===== config.mk =====
export PLATFORM = sky130hd
export DESIGN_NAME = approx_mul_seq
export DESIGN_NICKNAME = d
export VERILOG_FILES = /design/src/rtl/approx_mul_pkg.sv /design/src/rtl/approx_mul_ha_row.sv /design/src/rtl/approx_mul_seq.sv
export SDC_FILE = /design/constraint.sdc
export NUM_CORES = 1
export LEC_CHECK = 0
export ABC_CLOCK_PERIOD_IN_PS = 10400
export CAP_MARGIN = 20
export CORE_UTILIZATION = 45
export DETAILED_ROUTE_END_ITERATION = 6
export GPL_ROUTABILITY_DRIVEN = 0
export GPL_TIMING_DRIVEN = 1
export PLACE_DENSITY_LB_ADDON = 0.1
export SLEW_MARGIN = 20
export SYNTH_ARGS = -nofsm -noshare
export SYNTH_HDL_FRONTEND = slang
export SYNTH_SLANG_ARGS = --single-unit

===== constraint.sdc =====
create_clock -name clk -period 10.4 [get_ports clk]
set_input_delay 3.12 -clock clk [delete_from_list [all_inputs] [get_ports clk]]
set_output_delay 3.12 -clock clk [all_outputs]
set_load 0.1 [all_outputs]

===== src/rtl/approx_mul_pkg.sv =====
// Shared types and default constants
// for the sequential approximate multiplier.
package approx_mul_pkg;

  localparam int WIDTH_DEF     = 8;
  localparam int ELIM_COLS_DEF = 1;
  localparam int OR_COLS_DEF   = 3;

  typedef enum logic [1:0] {
    ST_IDLE,
    ST_RUN,
    ST_DONE
  } state_e;

endpackage


===== src/rtl/approx_mul_ha_row.sv =====
// One pair of partial-product rows compressed
// by a half-adder row, optionally approximated.
module approx_mul_ha_row
  import approx_mul_pkg::*;
#(
  parameter int WIDTH     = WIDTH_DEF,
  parameter int ELIM_COLS = ELIM_COLS_DEF,
  parameter int OR_COLS   = OR_COLS_DEF
) (
  input  logic             xa,
  input  logic             xb,
  input  logic [WIDTH-1:0] y,
  input  logic             approx,
  output logic [WIDTH:0]   t,
  output logic [WIDTH-2:0] b
);

  logic [WIDTH-1:0] row_a;
  logic [WIDTH-1:0] row_b;

  // Half-adder column chain, with low columns
  // dropped or OR-summed in approximate mode.
  always_comb begin
    logic s;
    logic c;
    row_a = y & {WIDTH{xa}};
    row_b = y & {WIDTH{xb}};
    t     = '0;
    b     = '0;
    s     = 1'b0;
    c     = 1'b0;
    t[0]  = row_a[0];
    for (int j = 1; j < WIDTH; j++) begin
      s = row_a[j] ^ row_b[j-1];
      c = row_a[j] & row_b[j-1];
      if (approx && j <= ELIM_COLS) begin
        s = 1'b0;
        c = 1'b0;
      end else if (approx &&
                   j <= ELIM_COLS + OR_COLS) begin
        s = row_a[j] | row_b[j-1];
        c = 1'b0;
      end
      t[j] = s;
      if (j < WIDTH - 1) b[j-1] = c;
      else               t[WIDTH] = c;
    end
    b[WIDTH-2] = row_b[WIDTH-1];
  end

endmodule


===== src/rtl/approx_mul_seq.sv =====
// Radix-4 sequential multiplier, one operand bit
// pair per cycle, with an approximate mode.
module approx_mul_seq
  import approx_mul_pkg::*;
#(
  parameter int WIDTH     = WIDTH_DEF,
  parameter int ELIM_COLS = ELIM_COLS_DEF,
  parameter int OR_COLS   = OR_COLS_DEF
) (
  input  logic               clk,
  input  logic               rst_n,
  input  logic               in_valid,
  output logic               in_ready,
  input  logic [WIDTH-1:0]   x,
  input  logic [WIDTH-1:0]   y,
  input  logic               approx_en,
  output logic               out_valid,
  input  logic               out_ready,
  output logic [2*WIDTH-1:0] p,
  output logic               busy
);

  localparam int NP = WIDTH / 2;
  localparam int KW = $clog2(NP + 1);
  localparam int PW = 2 * WIDTH;

  state_e           state_q, state_d;
  logic [KW-1:0]    k_q, k_d;
  logic [WIDTH-1:0] x_q, x_d;
  logic [WIDTH-1:0] y_q, y_d;
  logic             ae_q, ae_d;
  logic [PW-1:0]    acc_q, acc_d;
  logic [PW-1:0]    p_q, p_d;

  logic [WIDTH:0]   t;
  logic [WIDTH-2:0] b;
  logic [PW-1:0]    pv;
  logic             row_approx;

  // Only the first pair is ever approximated.
  assign row_approx = ae_q && (k_q == '0);

  approx_mul_ha_row #(
    .WIDTH     (WIDTH),
    .ELIM_COLS (ELIM_COLS),
    .OR_COLS   (OR_COLS)
  ) u_row (
    .xa     (x_q[0]),
    .xb     (x_q[1]),
    .y      (y_q),
    .approx (row_approx),
    .t      (t),
    .b      (b)
  );

  // Weighted pair value for the current step.
  always_comb begin
    pv = PW'(t) + (PW'(b) << 2);
    pv = pv << {k_q, 1'b0};
  end

  // Next-state, datapath and handshake logic.
  always_comb begin
    state_d   = state_q;
    k_d       = k_q;
    x_d       = x_q;
    y_d       = y_q;
    ae_d      = ae_q;
    acc_d     = acc_q;
    p_d       = p_q;
    in_ready  = 1'b0;
    out_valid = 1'b0;
    busy      = 1'b0;
    unique case (state_q)
      ST_IDLE: begin
        in_ready = 1'b1;
        if (in_valid) begin
          x_d     = x;
          y_d     = y;
          ae_d    = approx_en;
          acc_d   = '0;
          k_d     = '0;
          state_d = ST_RUN;
        end
      end
      ST_RUN: begin
        busy = 1'b1;
        if (k_q == KW'(NP)) begin
          p_d     = acc_q;
          state_d = ST_DONE;
        end else begin
          acc_d = acc_q + pv;
          x_d   = x_q >> 2;
          k_d   = k_q + KW'(1);
        end
      end
      ST_DONE: begin
        out_valid = 1'b1;
        if (out_ready) state_d = ST_IDLE;
      end
      default: state_d = ST_IDLE;
    endcase
  end

  assign p = p_q;

  // State and datapath registers.
  always_ff @(posedge clk or negedge rst_n) begin
    if (!rst_n) begin
      state_q <= ST_IDLE;
      k_q     <= '0;
      x_q     <= '0;
      y_q     <= '0;
      ae_q    <= 1'b0;
      acc_q   <= '0;
      p_q     <= '0;
    end else begin
      state_q <= state_d;
      k_q     <= k_d;
      x_q     <= x_d;
      y_q     <= y_d;
      ae_q    <= ae_d;
      acc_q   <= acc_d;
      p_q     <= p_d;
    end
  end

endmodule

==> summary.txt <==
Hold-fix buffer count after cts: 0
Max Root-Sink Buffers: 2
H-tree depth: 2
Total Nets Final: 479
RSZ-0062 raised after global routing: no
First-pass GRT wire length: 13,600 µm
Core ar.: 0.00785 mm²
Synthesized area: 0.00370 mm²
Post-synthesis cell type count: 53
IO Pins: 40
Final Hold Viols: 0
Initial Util: 0.471
CP max FO: 10
Pin count of the biggest net entering global routing: 55
Syn_nets: 447
Predominant post-synthesis flop cell: dfrtp_1
Highest Clock Rate: 168 MHz
Initial antenna violation count: 0
Ant diodes: 0
Die area: 0.00859 mm²
Post-CTS Setup Inserts: 0
Vias per cell: 5.47
Vias in the first global route: 2,809
Metal1 wirelength: 4010 µm
CP Capture Type: output pin
DPL Wire Length: 5630 µm
Max Slew Vio Count: 0
Max-slew headroom: 0.306
Total clock buffers created by CTS: 5
Final wirelength: 7930 µm
Tmin final: 5940 ps
Number of synthesized register bits: 54
Buffers on Ports: 39
Worst-Skew Late Latency: 320 ps
Max-Cap Viols: 0
Std cell rows: 32
Crit path required time: 7280 ps
Crit path DAT: 2820 ps
Via Count: 2,871
FF/Latch Area: 0.00135 mm²
Crit Path Class: reg2out
PostCTS Resize Cnt: 0
Setup TNS: 0 ps
DRT Pass-1 Iters: 4
Final setup vio count: 0
GR Overflow Total: 0
Period utilisation layout: 0.571
Post-synthesis async set-or-reset flop share: 1.00
CTS tree: built
Sequential cell area fraction in the yosys report: 0.365
Hold WC Path Type: reg2reg
DR top layer: met4
WL met2: 3440 µm
Mapped Cells: 390
Routed wl met3: 324 µm
Die Wd: 92.7 µm
Setup Skew: 9.13 ps
Layout cells sized above 1: 0.0969
GRT Util Overall: 0.202
Area of the multi-input gates: 0.00224 mm²
Synth Area per Inst: 9.49 µm²
Slew @ Worst Pin: 1040 ps
Area growth from synthesis to layout: 15.6%
DRT iter0 DRCs: 203
Detail Route Antenna Nets: 0
Crit path launch type: flop
Outcome: completed
Worst-path clk slew: 100 ps
Wire per inst: 15.1 µm
DRC Markers: 0
Total number of yosys warnings: 0
FILL cells: 727
Clk sink count: 54
Root buffer cell: clkbuf_8
Number of synthesized flops with an enable pin: 0
Die H: 92.7 µm
[flip-flops by register name, summed over array words and instances, names as in the netlist]
| name | cells |
|---|---|
| ae_q | 1 |
| y_q | 8 |
| x_q | 8 |
| p | 16 |
| state_q | 2 |
| acc_q | 16 |
| k_q | 3 |
[cells by family (layout without fill, tap and decap cells)]
group,count (synthesis),count (layout),share of synthesized area
simple gates,128,128,0.165
compound gates,97,97,0.188
flops,54,54,0.365
fa+ha+maj,36,36,0.126
buf+inv,30,63,0.0318
mux,27,27,0.0795
xor+xnor,18,18,0.0446
[path summary, 6_finish.rpt]
kind	from	endpoint	slack (ps)	cells past startpoint
setup reg to reg	k_q[0]	acc_q[15]	4580	23
min in group asynchronous	rst_n	y_q[1]	2930	2
setup / recovery	state_q[0]	busy	4460	2
max in group asynchronous	rst_n	acc_q[6]	7010	2
hold reg to reg	x_q[2]	x_q[2]	490	2
hold / removal	x_q[2]	x_q[2]	490	2
[metal layers]
layer,track usage,up-vias
li1,-,1436
met1,0.277,1345
met2,0.322,73
met3,0.0320,17
met4,0.0744,0
met5,0,-
[layout make-up]
type	instances	area share
timing repair buffer	41	0.0936
sequential	54	0.316
multi-input combinational	306	0.523
clock buffer	7	0.0178
tap	102	0.0298
clock inverter	1	0.00702
inverter	14	0.0123
[synthesized netlist by cell type, drive strengths merged, types with 7 or more instances]
cell type,instances,area (µm²)
xnor2,11,104
a21oi,22,110
o21ai,26,130
mux2i,8,80.1
mux2,19,214
ha,34,425
inv,13,48.8
clkbuf,15,60.1
a22o,15,131
nand2,64,243
nor2,18,67.6
dfrtp,54,1350
and2,18,115
nand3,8,40.0
xor2,7,61.3
[stage by stage]
stage                     cells  hold slack (ps)   util  area, µm²  setup slack [ps]
after floorplan             390              446      -       3700              5240
after global placement      517              461  0.531       4170              4830
after detailed placement    517              475  0.531       4170              4680
after CTS                   525              498  0.545       4280              4470
after global routing        525              534  0.545       4280              3970
final                       525              491  0.545       4280              4460
[cells in the final DEF (no fill, tap or decap), types with 4 or more instances in the layout]
master,netlist,layout
and2_1,16,16
nand2_1,63,63
o21bai_1,4,4
xnor2_1,10,10
ha_1,34,34
inv_1,12,12
a21oi_1,22,22
xor2_1,7,7
a21o_1,6,6
mux2_2,18,18
a22o_1,15,15
mux2i_1,8,8
nor2_1,18,17
clkdlybuf4s50_1,0,38
nor3_1,5,5
o21ai_0,26,26
dfrtp_1,54,54
clkbuf_8,0,5
nand3_1,8,8
[critical path: stages (launching register included)]
cell	delay, ps
dfrtp_1	380
nor2b_1	830
clkdlybuf4s50_1	1290
Power is left out: the tool's default activity adds up to more than one toggle a clock period on the data nets, which glitch-free logic cannot reach.
==> RTL change 1, RTL diff (config.mk and constraints unchanged) <==
Re-encode `state_e` (3 states) as one-hot, 3 bits wide.
--- a/src/rtl/approx_mul_pkg.sv
+++ b/src/rtl/approx_mul_pkg.sv
@@ -6,10 +6,10 @@
   localparam int ELIM_COLS_DEF = 1;
   localparam int OR_COLS_DEF   = 3;
 
-  typedef enum logic [1:0] {
-    ST_IDLE,
-    ST_RUN,
-    ST_DONE
+  typedef enum logic [2:0] {
+    ST_IDLE = 3'b001,
+    ST_RUN  = 3'b010,
+    ST_DONE = 3'b100
   } state_e;
 
 endpackage
Formal check against the unedited RTL: same outputs for any inputs over 4 cycles, from zero or initial values and one cycle with rst_n low; so few cycles prove little.
==> RTL change 1 against the original RTL <==
  * Wire length rose by 1.7%
  * Sequential cell count up 1
  * Area after synthesis grew 4.2%
  * Worst setup slack gained 530 ps
  * Highest routed layer unchanged
  * Global-route usage decreased by 0.88 points
  * Cell area grew 3.0%
  * Clock skew is 5.3 ps higher
==> RTL change 1: results (changes against the original RTL) <==
Power
  – Seq. pwr: 0.348 mW
  – Static leakage: 2.175 nW
  – Portion of total power attributed to sequential cells: 26.9%
  – Worst VDD drop: 0.0002042 V

Detailed routing
  – Post-DR wirelength/cell: 14.51 um (-3.9%)
  – Met2 WL: 3504 um (+1.8%)
  – DR pass1 iterations: 4 (unchanged)
  – Routed WL: 8070 um (+1.7%)
  – Vias/cell: 5.367 (-1.9%)
  – Met3 WL: 278 um (-14%)
  – Starting DRT DRC Count: 93 (-54%)
  – Met1 WL: 4135 um (+3.2%)

GRT
  – First-pass GRT wire length: 13540 um (-0.36%)
  – Number of global-route vias before repair: 2821 (+0.43%)
  – GRT Util Overall: 19.30% (-0.88 points)
  – Met1 Use GR: 28.27% (+0.61 points)
  – Met2 Track Usage GR: 29.41% (-2.8 points)
  – M3 GR Usage: 2.415% (-0.79 points)
  – Largest net degree at the start of global routing: 56 (+1.8%)

Yosys
  – Synth unique cells: 60 (+13%)
  – Area contributors post-synth: dfrtp_1, ha_1, nand2_1
  – Synth Area in Compound Gates: 18.86% (+0.021 points)
  – Sequential area share after synthesis: 35.74% (-0.79 points)
  – Syn Area/Cell: 9.244 um2 (-2.6%)
  – Post-Synth XOR/XNOR Area: 3.635% (-0.83 points)
  – Top post-synthesis cells by count: nand2_1, dfrtp_1, ha_1
  – Post-synthesis mux area share: 6.394% (-1.6 points)
  – Synthesized-area fraction occupied by adder cells: 12.07% (-0.51 points)
  – Post-synth ARST share: 100.0% (unchanged)
  – Synthesized Nets: 474 (+6.0%)
  – Yosys warning total: 0 (unchanged)

Critical path
  – Reg2Reg Depth: 22 (-4.3%)
  – Endpoint of the worst register-to-register path: acc_q[15]
  – Crit-path max cell delay: 1170 ps (-120 ps)
  – Crit path max fanout: 5 (-5)
  – Worst Setup SP: state_q[0]
  – RR Startpoint: k_q[1]
  – Worst path slowest cell: clkdlybuf4s50_1
  – Crit path DAT: 2280 ps (-540 ps)
  – Flop2flop setup slack: 5050 ps (+470 ps)

Clock tree
  – Clock transition at path regs: 100 ps (about the same)
  – H-Tree Level Count: 2 (unchanged)
  – CTS Buffer Depth: 2 (unchanged)
  – CTS Root Cell: clkbuf_8

STA
  – Worst hold margin: 478.7 ps (-12.79 ps)
  – Worst clock skew: 14.42 ps (+5.290 ps)
  – Worst rel slew slack: 35.03% (+4.4 points)

Run status
  – Status: finished, final reports clean

Placement
  – Post-DP HPWL: 5899 um (+4.8%)
  – Placed cell count: 548 (+6.0%)
  – IO buf count: 39 (unchanged)
  – Post-Place Cell Area: 0.004288 mm2 (+2.8%)

Finish
  – Fillers: 784 (+7.8%)
  – Fin nets: 507 (+5.8%)
  – Util after Layout: 53.35% (-1.1 points)
  – Layout cells sized above 1: 8.869% (-0.82 points)

Min path
  – Hold endpoint: p[10]
  – Min-delay src: p[10]
-- RTL change 1: cell count changes in the layout (fill, tap and decap cells not counted), sizes merged, moves of 4 or more --
cell,change
nor2,-5
mux2,-9
nand2,+20
a22o,-9
o21ai,+10
a21oi,-11
a21o,+4
nand3b,+4
mux2i,+5
-- RTL change 1: cell type report --
type,count,share of cell area (%)
Multi-Input combinational cell,328,52.20
Tap cell,105,2.982
Timing Repair Buffer,43,9.429
Clock inverter,2,0.7952
Clock buffer,6,1.874
Sequential cell,55,31.27
Inverter,17,1.448
-- RTL change 1: worst max path at each step --
stage | end | depth (start not counted) | slack, ps
floorplan | in_ready | 1 | 4510
detailed placement | acc_q[15] | 22 | 5070
finish | in_ready | 2 | 5000
global placement | k_q[2] | 8 | 5110
CTS | in_ready | 2 | 4980
global route | acc_q[13] | 22 | 4550
==> RTL change 2, RTL diff (same settings) <==
Made on the original files. Set the package constant `WIDTH_DEF` to 16 (it was 8).
--- a/src/rtl/approx_mul_pkg.sv
+++ b/src/rtl/approx_mul_pkg.sv
@@ -2,7 +2,7 @@
 // for the sequential approximate multiplier.
 package approx_mul_pkg;
 
-  localparam int WIDTH_DEF     = 8;
+  localparam int WIDTH_DEF     = 16;
   localparam int ELIM_COLS_DEF = 1;
   localparam int OR_COLS_DEF   = 3;
 
Interface: changed (resized p, x and y); port bits go from 40 to 72. No check against the original RTL was run, so the function may have changed too.
==> RTL change 2 against the original RTL <==
  * Cell area up 110%
  * Worst setup slack worse by 1300 ps
  * Critical endpoint is now acc_q[25]
  * Sequential cell count up 49
  * Count of clock-buffer cells in the layout up 4
  * Non-clock buffer count up 37
  * Area after synthesis up 110%
  * Highest routed layer unchanged
  * Wire length up 140%
  * Via count up 130%
  * Hold slack worse by 12 ps
Power is not shown: default switching activity piles up to over one toggle a cycle in this logic, so the estimate is an artifact.
==> RTL change 2: results (changes against the original RTL) <==
Critical path
  – RR Startpoint: k_q[1]
  – CP delay by family, top: compound AO/OA/AOI/OAI gates

STA
  – Worst clock skew: 12.84 ps (+3.710 ps)
  – Worst slew pin tran: 985.4 ps (-52.82 ps)

Finish
  – Fraction of standard cell area in multi-input logic: 55.33% (+3.0 points)
  – Multi-input gate area: 0.004972 mm2 (+120%)
  – Clock-cell share of area: 3.425% (+0.94 points)
  – Clock buffer count: 11 (+4)
  – #MultiIn Comb: 738 (+140%)
  – Layout cells sized above 1: 8.542% (-1.2 points)
  – Logic inverters: 25 (+11)
  – Fin nets: 1061 (+120%)

Yosys
  – Synthesized Nets: 1023 (+130%)
  – Sequential area share after synthesis: 32.79% (-3.7 points)
  – Synthesized-area fraction occupied by adder cells: 11.17% (-1.4 points)
  – Syn Area/Cell: 8.571 um2 (-9.6%)
  – Area contributors post-synth: dfrtp_1, ha_1, nand2_1
  – Post-synthesis mux area share: 6.558% (-1.4 points)
  – Post-Synth XOR/XNOR Area: 4.346% (-0.12 points)
  – #FFs+latches synth: 103 (+91%)
  – Synth unique cells: 77 (+45%)
  – Synth Area in Compound Gates: 20.04% (+1.2 points)
  – Top post-synthesis cells by count: nand2_1, dfrtp_1, ha_1, o21ai_0, nor2_1

Detailed routing
  – Starting DRT DRC Count: 450 (+120%)
  – Routed WL: 19320 um (+140%)
  – Vias/cell: 5.666 (+3.6%)

Placement
  – IO buf count: 71 (+82%)

GRT
  – Number of global-route vias before repair: 6389 (+130%)

Floorplanning
  – Rows: 47 (+47%)

Clock tree
  – Clock transition at path regs: 80 ps (-20 ps)

Min path
  – Hold endpoint: x_q[4]
  – Min-delay src: x_q[4]

Run status
  – Status: finished, final reports clean
-- RTL change 2: worst max-delay path by stage --
stage            from         to  slack [ps]
4_1_cts        k_q[1]  acc_q[25]        3250
3_3_place_gp   k_q[1]  acc_q[25]        3440
6_report       k_q[1]  acc_q[25]        3170
2_1_floorplan  k_q[0]  acc_q[25]        4240
3_5_place_dp   k_q[1]  acc_q[25]        3280
5_1_grt        k_q[1]  acc_q[25]        2560
-- RTL change 2: metal layers --
| metal | vias to the layer above | part of all wire, % | global-route usage, % | wire length (um) |
|---|---|---|---|---|
| met5 | - | 0 | 0 | 0 |
| met4 | 0 | 1.3 | 6.554 | 247 |
| met3 | 14 | 5.6 | 3.590 | 1088 |
| met2 | 170 | 43 | 35.06 | 8359 |
| met1 | 3140 | 50 | 32.50 | 9624 |
| li1 | 3362 | - | - | - |
